$ cat src/rtl/led_frame_ctrl_pkg.sv
// Shared definitions for the LED frame store: sequencer state encoding and
// the elaboration-time row-index width check.
package led_frame_ctrl_pkg;

    typedef enum logic [1:0] {
        IDLE    = 2'd0,
        PENDING = 2'd1,
        COPY    = 2'd2
    } state_t;

    // The row index must be able to address every physical row.
    function automatic bit row_width_ok(int unsigned w, int unsigned n);
        return (64'd1 << w) >= 64'(n);
    endfunction

endpackage

$ cat src/rtl/led_frame_buf.sv
// Two-bank row store: one write port (bank/row/data/enable), one row read
// port from the front bank, and the full front bank as a combinational mux.
module led_frame_buf #(
    parameter int NUM_ROWS = 4,
    parameter int ROW_W    = 2,
    parameter int NUM_COLS = 8
) (
    input  logic                clk,
    input  logic                rst_n,
    input  logic                we,
    input  logic                we_bank,
    input  logic [ROW_W-1:0]    we_row,
    input  logic [NUM_COLS-1:0] we_data,
    input  logic                front_sel,
    input  logic [ROW_W-1:0]    rd_row,
    output logic [NUM_COLS-1:0] rd_data,
    output logic [NUM_COLS-1:0] rows [0:NUM_ROWS-1]
);

    // Sized to the full index range so any row value indexes legally;
    // entries at or above NUM_ROWS are never written.
    localparam int DEPTH = 1 << ROW_W;

    logic [NUM_COLS-1:0] mem [2][DEPTH];

    always_ff @(posedge clk) begin
        if (!rst_n) begin
            for (int b = 0; b < 2; b++)
                for (int r = 0; r < DEPTH; r++)
                    mem[b][r] <= '0;
        end else if (we && (int'(we_row) < NUM_ROWS)) begin
            mem[we_bank][we_row] <= we_data;
        end
    end

    assign rd_data = mem[front_sel][rd_row];

    for (genvar r = 0; r < NUM_ROWS; r++) begin : g_rows
        assign rows[r] = mem[front_sel][r];
    end

endmodule

$ cat src/rtl/led_frame_ctrl.sv
// Double-buffered LED frame store: host writes go to the back bank, swaps
// land on a frame tick, then the new front is copied back row by row.
module led_frame_ctrl
    import led_frame_ctrl_pkg::*;
#(
    parameter int NUM_ROWS       = 4,
    parameter int NUM_ROWS_WIDTH = 2,
    parameter int NUM_COLS       = 8
) (
    input  logic                      clk,
    input  logic                      i_rst_n,
    input  logic                      i_wr_valid,
    output logic                      o_wr_ready,
    input  logic [NUM_ROWS_WIDTH-1:0] i_wr_row,
    input  logic [NUM_COLS-1:0]       i_wr_data,
    input  logic                      i_swap_req,
    output logic                      o_swap_ack,
    input  logic                      i_frame_tick,
    output logic [NUM_COLS-1:0]       o_rows [0:NUM_ROWS-1],
    output logic                      o_wr_err,
    output logic                      o_busy
);

    if (!row_width_ok(NUM_ROWS_WIDTH, NUM_ROWS)) begin : g_bad_width
        $error("NUM_ROWS_WIDTH too narrow for NUM_ROWS");
    end

    localparam logic [NUM_ROWS_WIDTH-1:0] LAST_ROW = NUM_ROWS_WIDTH'(NUM_ROWS - 1);

    state_t                    state_q, state_d;
    logic                      front_sel_q;
    logic [NUM_ROWS_WIDTH-1:0] cnt_q;
    logic                      swap_ack_q, wr_err_q;
    logic                      wr_fire, wr_oob, tick_hit, copying;
    logic [NUM_COLS-1:0]       rd_data;

    assign o_wr_ready = (state_q == IDLE) & i_rst_n;
    assign o_busy     = (state_q != IDLE);
    assign o_swap_ack = swap_ack_q;
    assign o_wr_err   = wr_err_q;
    assign wr_fire    = i_wr_valid & o_wr_ready;
    assign wr_oob     = int'(i_wr_row) >= NUM_ROWS;
    assign tick_hit   = (state_q == PENDING) & i_frame_tick;
    assign copying    = (state_q == COPY);

    always_comb begin
        state_d = state_q;
        case (state_q)
            IDLE:    if (i_swap_req)          state_d = PENDING;
            PENDING: if (i_frame_tick)        state_d = COPY;
            COPY:    if (cnt_q == LAST_ROW)   state_d = IDLE;
            default:                          state_d = IDLE;
        endcase
    end

    always_ff @(posedge clk) begin
        if (!i_rst_n) begin
            state_q     <= IDLE;
            front_sel_q <= 1'b0;
            cnt_q       <= '0;
            swap_ack_q  <= 1'b0;
            wr_err_q    <= 1'b0;
        end else begin
            state_q    <= state_d;
            swap_ack_q <= tick_hit;
            wr_err_q   <= wr_fire & wr_oob;
            if (tick_hit) begin
                front_sel_q <= ~front_sel_q;
                cnt_q       <= '0;
            end else if (copying) begin
                cnt_q <= cnt_q + 1'b1;
            end
        end
    end

    // The back bank is always ~front_sel; during COPY it is refilled from
    // the freshly swapped-in front so the host can edit incrementally.
    led_frame_buf #(
        .NUM_ROWS (NUM_ROWS),
        .ROW_W    (NUM_ROWS_WIDTH),
        .NUM_COLS (NUM_COLS)
    ) u_buf (
        .clk       (clk),
        .rst_n     (i_rst_n),
        .we        (copying | (wr_fire & ~wr_oob)),
        .we_bank   (~front_sel_q),
        .we_row    (copying ? cnt_q : i_wr_row),
        .we_data   (copying ? rd_data : i_wr_data),
        .front_sel (front_sel_q),
        .rd_row    (cnt_q),
        .rd_data   (rd_data),
        .rows      (o_rows)
    );

endmodule

$ cat config.mk
export PLATFORM = sky130hd
export DESIGN_NAME = led_frame_ctrl
export DESIGN_NICKNAME = d
export VERILOG_FILES = /design/src/rtl/led_frame_ctrl_pkg.sv /design/src/rtl/led_frame_buf.sv /design/src/rtl/led_frame_ctrl.sv
export SDC_FILE = /design/constraint.sdc
export NUM_CORES = 1
export LEC_CHECK = 0
export ABC_AREA = 0
export ABC_CLOCK_PERIOD_IN_PS = 2660
export BUFFER_PORTS_ARGS = -buffer_cell sky130_fd_sc_hd__buf_2
export CAP_MARGIN = 20
export CORE_MARGIN = 5
export CORE_UTILIZATION = 30
export CTS_CLUSTER_SIZE = 16
export DETAILED_ROUTE_END_ITERATION = 7
export PLACE_DENSITY = 0.48
export SYNTH_ARGS = -nofsm -noshare
export SYNTH_HDL_FRONTEND = slang
export SYNTH_SLANG_ARGS = --single-unit
$ cat constraint.sdc
create_clock -name clk -period 2.66 [get_ports clk]
set_input_delay 0.665 -clock clk [delete_from_list [all_inputs] [get_ports clk]]
set_output_delay 0.665 -clock clk [all_outputs]
set_load 0.05 [all_outputs]
---- Word-level counts from Yosys, hierarchy flattened ----
Memory sizes are Yosys's and may differ from the RTL's. A register that Yosys moved wholly into a read port is not among the register bits.
Index checks and enable logic that the tools add are counted.
operators by class
  $add $sub $neg .......................... 1
  magnitude comparators ................... 3
  eq/ne operators ......................... 6
  multiplexer cells ....................... 20
  bitwise gates (word level) .............. 8
  reduce and logical (&&, ||, !) cells .... 6
operators by type and width
  cell                 count
  $mux 32              3
  $mux 8               4
  $reduce_or 32->1     1
  $bmux 8 s2           1
  $demux 8 s2          1
  $mux 2               4
  $ge 3x3->1 const B   2
  $mux 1               6
  $not 2->3            2
  $pmux 2 s3           1
  $eq 2x2->1 const B   2
  $ne 2x2->1 const B   2
  $and 1x1->1          3
  $lt 3x1->1 const B   1
  $reduce_and 3->1     1
  $add 2x1->2 const B  1
  $eq 2x1->1 const B   1
  $logic_not 2->1      1
  $ne 2x1->1 const B   1
  $not 1->1            2
  $reduce_bool 2->1    1
  $reduce_or 2->1      1
  $logic_and 1x1->1    1
  $or 1x1->1           1
storage, ports and cells
  register bits ........................... 6
  memory bits (writable) .................. 64
  input port bits ......................... 15
  output and inout port bits .............. 36
  word-level logic and storage cells ...... 49
  memories kept ........................... 1
memories
  name       words  bits a word  rd ports  clocked after Yosys merged registers in  wr ports  line                 RTL
  u_buf.mem  2      32           1         1                                        2         led_frame_buf.sv:24  logic [NUM_COLS-1:0] mem [2][DEPTH];

---- Longest topological paths before layout ----
  word-level depth ........................ 10
  depth in mapped cells ................... 6
  gate-level depth less buffers ........... 4

---- Cells and area by module ----
From an unflattened synthesis, not the netlist that was laid out.
unflattened totals
  cell total of the unflattened synthesis .. 240
  area, all modules ....................... 3,362.0 um^2
modules (own cells, without submodules)
  module          times used  cells each  area an instance (um^2)  seq. area each (um^2)
  led_frame_buf   1           198         2,927.8                  1,921.8
  led_frame_ctrl  1           42          434.2                    120.1

---- Worst setup path before layout ----
OpenSTA, ideal clock, no wires.
  kind .................................... input port to output port
  start point ............................. input i_rst_n
  end point ............................... output o_wr_ready
  data arrival time ....................... 1.611 ns
  required time ........................... 1.995 ns
  slack ................................... 0.384 ns
  stages .................................. 3
  path buffers ............................ 1
  path through ............................ nand2b_1 clkbuf_1 nor2_1
between the ends
  longest elaborated chain between the ends .. 1
RTL lines
  what             line                  RTL
  start, declared  led_frame_ctrl.sv:11  input logic i_rst_n,
  $and 1x1->1      led_frame_ctrl.sv:37  assign o_wr_ready = (state_q == IDLE) & i_rst_n;
  end, declared    led_frame_ctrl.sv:13  output logic o_wr_ready,
Every way passes these cells.

==> flow_metrics.tcl <==
set metrics [dict create \
    p_int_mw 2.24 \
    finalCritPeriodShare_pct 83.9 \
    pwr-share-seq_pct 43.2 \
    post_cts_buffers 0 \
    syn_avg_cell_area_um2 13.0 \
    fillers 1110 \
    final_hold_viol_count 0 \
    syn_area_um2 3460 \
    ys_warn_count 0 \
    syn_inst 266 \
    critical_path_buf_inv_count 2 \
    grt_pass1_vias 2472 \
    worstHoldStart "cnt_q[1]$_SDFFE_PP0P_" \
    min_path_type "reg -> reg" \
    r2r_cells 5 \
    cp.depth 3 \
    die_width_um 117 \
    postCtsHoldBufs 0 \
    start_kind "register" \
    leakage_nw 1.67 \
    cts_tree "done" \
    cts_buffer_depth 2 \
    antenna_left 0 \
    timing.rr.start "cnt_q[1]$_SDFFE_PP0P_" \
    fmax_ghz 0.448 \
    synthArstFlopShare_pct 0 \
    io_pins 51 \
    grt_start_max_net_pins 33 \
    crit_family "buffers and inverters" \
    cts_resized 0 \
    crit_fanout 32 \
    endpoint_kind "output pin" \
    yosys-top-cells-area "edfxtp_1, mux2_2, nor2_1" \
    stdcell_area_um2 4240 \
    synth.most_common_cell "edfxtp_1" \
    pwr-share-clk_pct 41.4 \
    rsz0062_at_grt "false" \
    die_area_um2 13800 \
    drt_first_pass_iters 4 \
    syn_nets 282 \
    synth_seq_cells 71 \
    dp_hpwl_mm 6.34 \
    nets 342 \
    maxSlewViolCount 0 \
    wl_per_cell_um 19.6 \
    area_delta_synth_final_pct 22.6 \
    multi_input_area_um2 1250 \
    totalWireLength_mm 9.26 \
    synth_edf_count 64 \
    path_class "reg -> out" \
    viasPerCell 4.92 \
    crit_chain "buf_12, mux2_2, buf_2" \
    drt_iter0_markers 164 \
    whs_path_depth 2 \
    ys_top_cells_by_count "edfxtp_1, nor2_1, mux2_2, mux2_1" \
    cp_slowest_stage_delay_ps 400 \
    seqCellArea_um2 2060 \
    cts.clk_slew.worst_paths_ps 50 \
    tightest_slew_ps 691 \
    overflow 0 \
    drive_gt1_share_pct 37.9 \
    portBuffers 49 \
    fin_crit_ps 2230 \
    die-height_um 117 \
    relSlewSlack_pct 53.9 \
    clock_latency_ps 330 \
    finalSetupViolations 0 \
    swShare_pct 26.1 \
    status "complete, no violations" \
    htreeDepth 3 \
    clockRootBuffer "clkbuf_16" \
    vias 2328 \
    tns_ps 0 \
    remaining_drc_errors 0 \
    yosysTopAreaCell "edfxtp_1" \
    drv_cap 0 \
    critPathSlowestCell "mux2_2" \
    dpl_cell_area_um2 3930 \
    coreArea_um2 11400 \
    start_util_pct 30.4 \
    numCtsBuffers 9 \
    cts_sinks 71 \
    ys.flop_type "edfxtp_1" \
    track_usage_pct 13.6 \
    synth_top_area_share_pct 55.6 \
    antenna_found_initial 0 \
    gp_congestion 0.828 \
    cp.arrival_ps 1570 \
    p_per_area_nw_per_um2 715 \
    comb_power_share_pct 15.4 \
    fp-row-count 39 \
    ir_drop_mv 0.305 \
    switchingPower_mw 0.790 \
    ys_types 40 \
    skew_ps 5.62 \
    antenna_cells 0 \
    worstPathRequired_ps 2000 \
    grt_pass1_wl_mm 14.4 \
    synth_seq_area_share_pct 59.6 \
]
==> state kept, by name (all words and copies together), names as in the netlist, named ones only <==
name         flops
state_q          2
u_buf.mem       64
o_swap_ack       1
front_sel_q      1
cnt_q            2
==> routing by layer <==
metal	wire length, um	global-route usage, %	vias up
li1	-	-	1081
met2	4380	21.1	94
met3	764	4.38	4
met1	4060	18.5	1149
met5	0	0	-
met4	48	3.41	0
==> cells in the final DEF, fill, tap and decap left out, types with 2 or more instances in the layout <==
master	synthesis	routed
nand2_1	7	7
nor2_1	59	59
clkinv_2	0	2
mux2_1	12	12
inv_1	10	10
mux2_4	6	6
buf_12	0	2
buf_2	2	49
buf_4	2	14
mux4_2	8	8
nor3_1	3	3
a21oi_1	10	10
o21ai_1	10	10
nand2b_1	3	3
clkbuf_16	0	9
edfxtp_1	64	64
and3_1	2	2
mux2_2	21	21
nand4_1	2	2
bufinv_16	0	2
o21ai_2	7	7
dfxtp_1	7	7
==> worst register-to-register path, cell delays in order, from the launching register on <==
cell and delay, ps:
dfxtp_1 340, inv_1 520, a22o_1 330, nand3_1 90, a21oi_1 370, buf_4 220
==> metrics by stage <==
step | power, mW | hold WS [ps] | cells | setup slack [ps] | utilization (%)
floorplan | 1.67 | 495 | 266 | 384 | -
global placement | 1.80 | 509 | 458 | 436 | 34.6
detailed placement | 1.80 | 534 | 458 | 436 | 34.6
CTS | 3.07 | 539 | 473 | 406 | 37.3
global route | 3.14 | 571 | 473 | 332 | 37.3
finish | 3.03 | 530 | 473 | 428 | 37.3
==> area by class of cell <==
type | count | share of cell area, %
Clock buffer | 9 | 5.31
Clock inverter | 6 | 2.04
Inverter | 12 | 1.06
Multi-Input combinational cell | 167 | 29.5
Sequential cell | 71 | 48.6
Tap cell | 143 | 4.22
Timing Repair Buffer | 65 | 9.21
==> worst paths after layout <==
check        slack (ps)                         end
max                 430                  o_rows[28]
min                 530       cnt_q[1]$_SDFFE_PP0P_
max reg2reg         500  u_buf.mem[1][18]$_DFFE_PP_
min reg2reg         530       cnt_q[1]$_SDFFE_PP0P_
==> logic make-up after synthesis <==
logic type / count (synthesis) / share of synthesized area (%)
AOI/OAI and AO/OA: 32 / 6.00
xor gates and xnor gates: 2 / 0.506
adders and majority gates: 1 / 0.362
buffers and inverters: 28 / 4.20
DFF: 71 / 59.6
muxes: 48 / 18.8
other: 1 / 0.108
and+or+nand+nor: 83 / 10.4
==> power groups by stage <==
stage / Sequential [mW] / Clock [mW] / Combinational [mW]
finish: 1.31 / 1.26 / 0.467
global route: 1.31 / 1.33 / 0.496
CTS: 1.31 / 1.29 / 0.472
detailed placement: 1.33 / 0 / 0.470
global placement: 1.33 / 0 / 0.469
floorplan: 1.32 / 0 / 0.351
No activity file was read; power rests on OpenSTA's default activity.
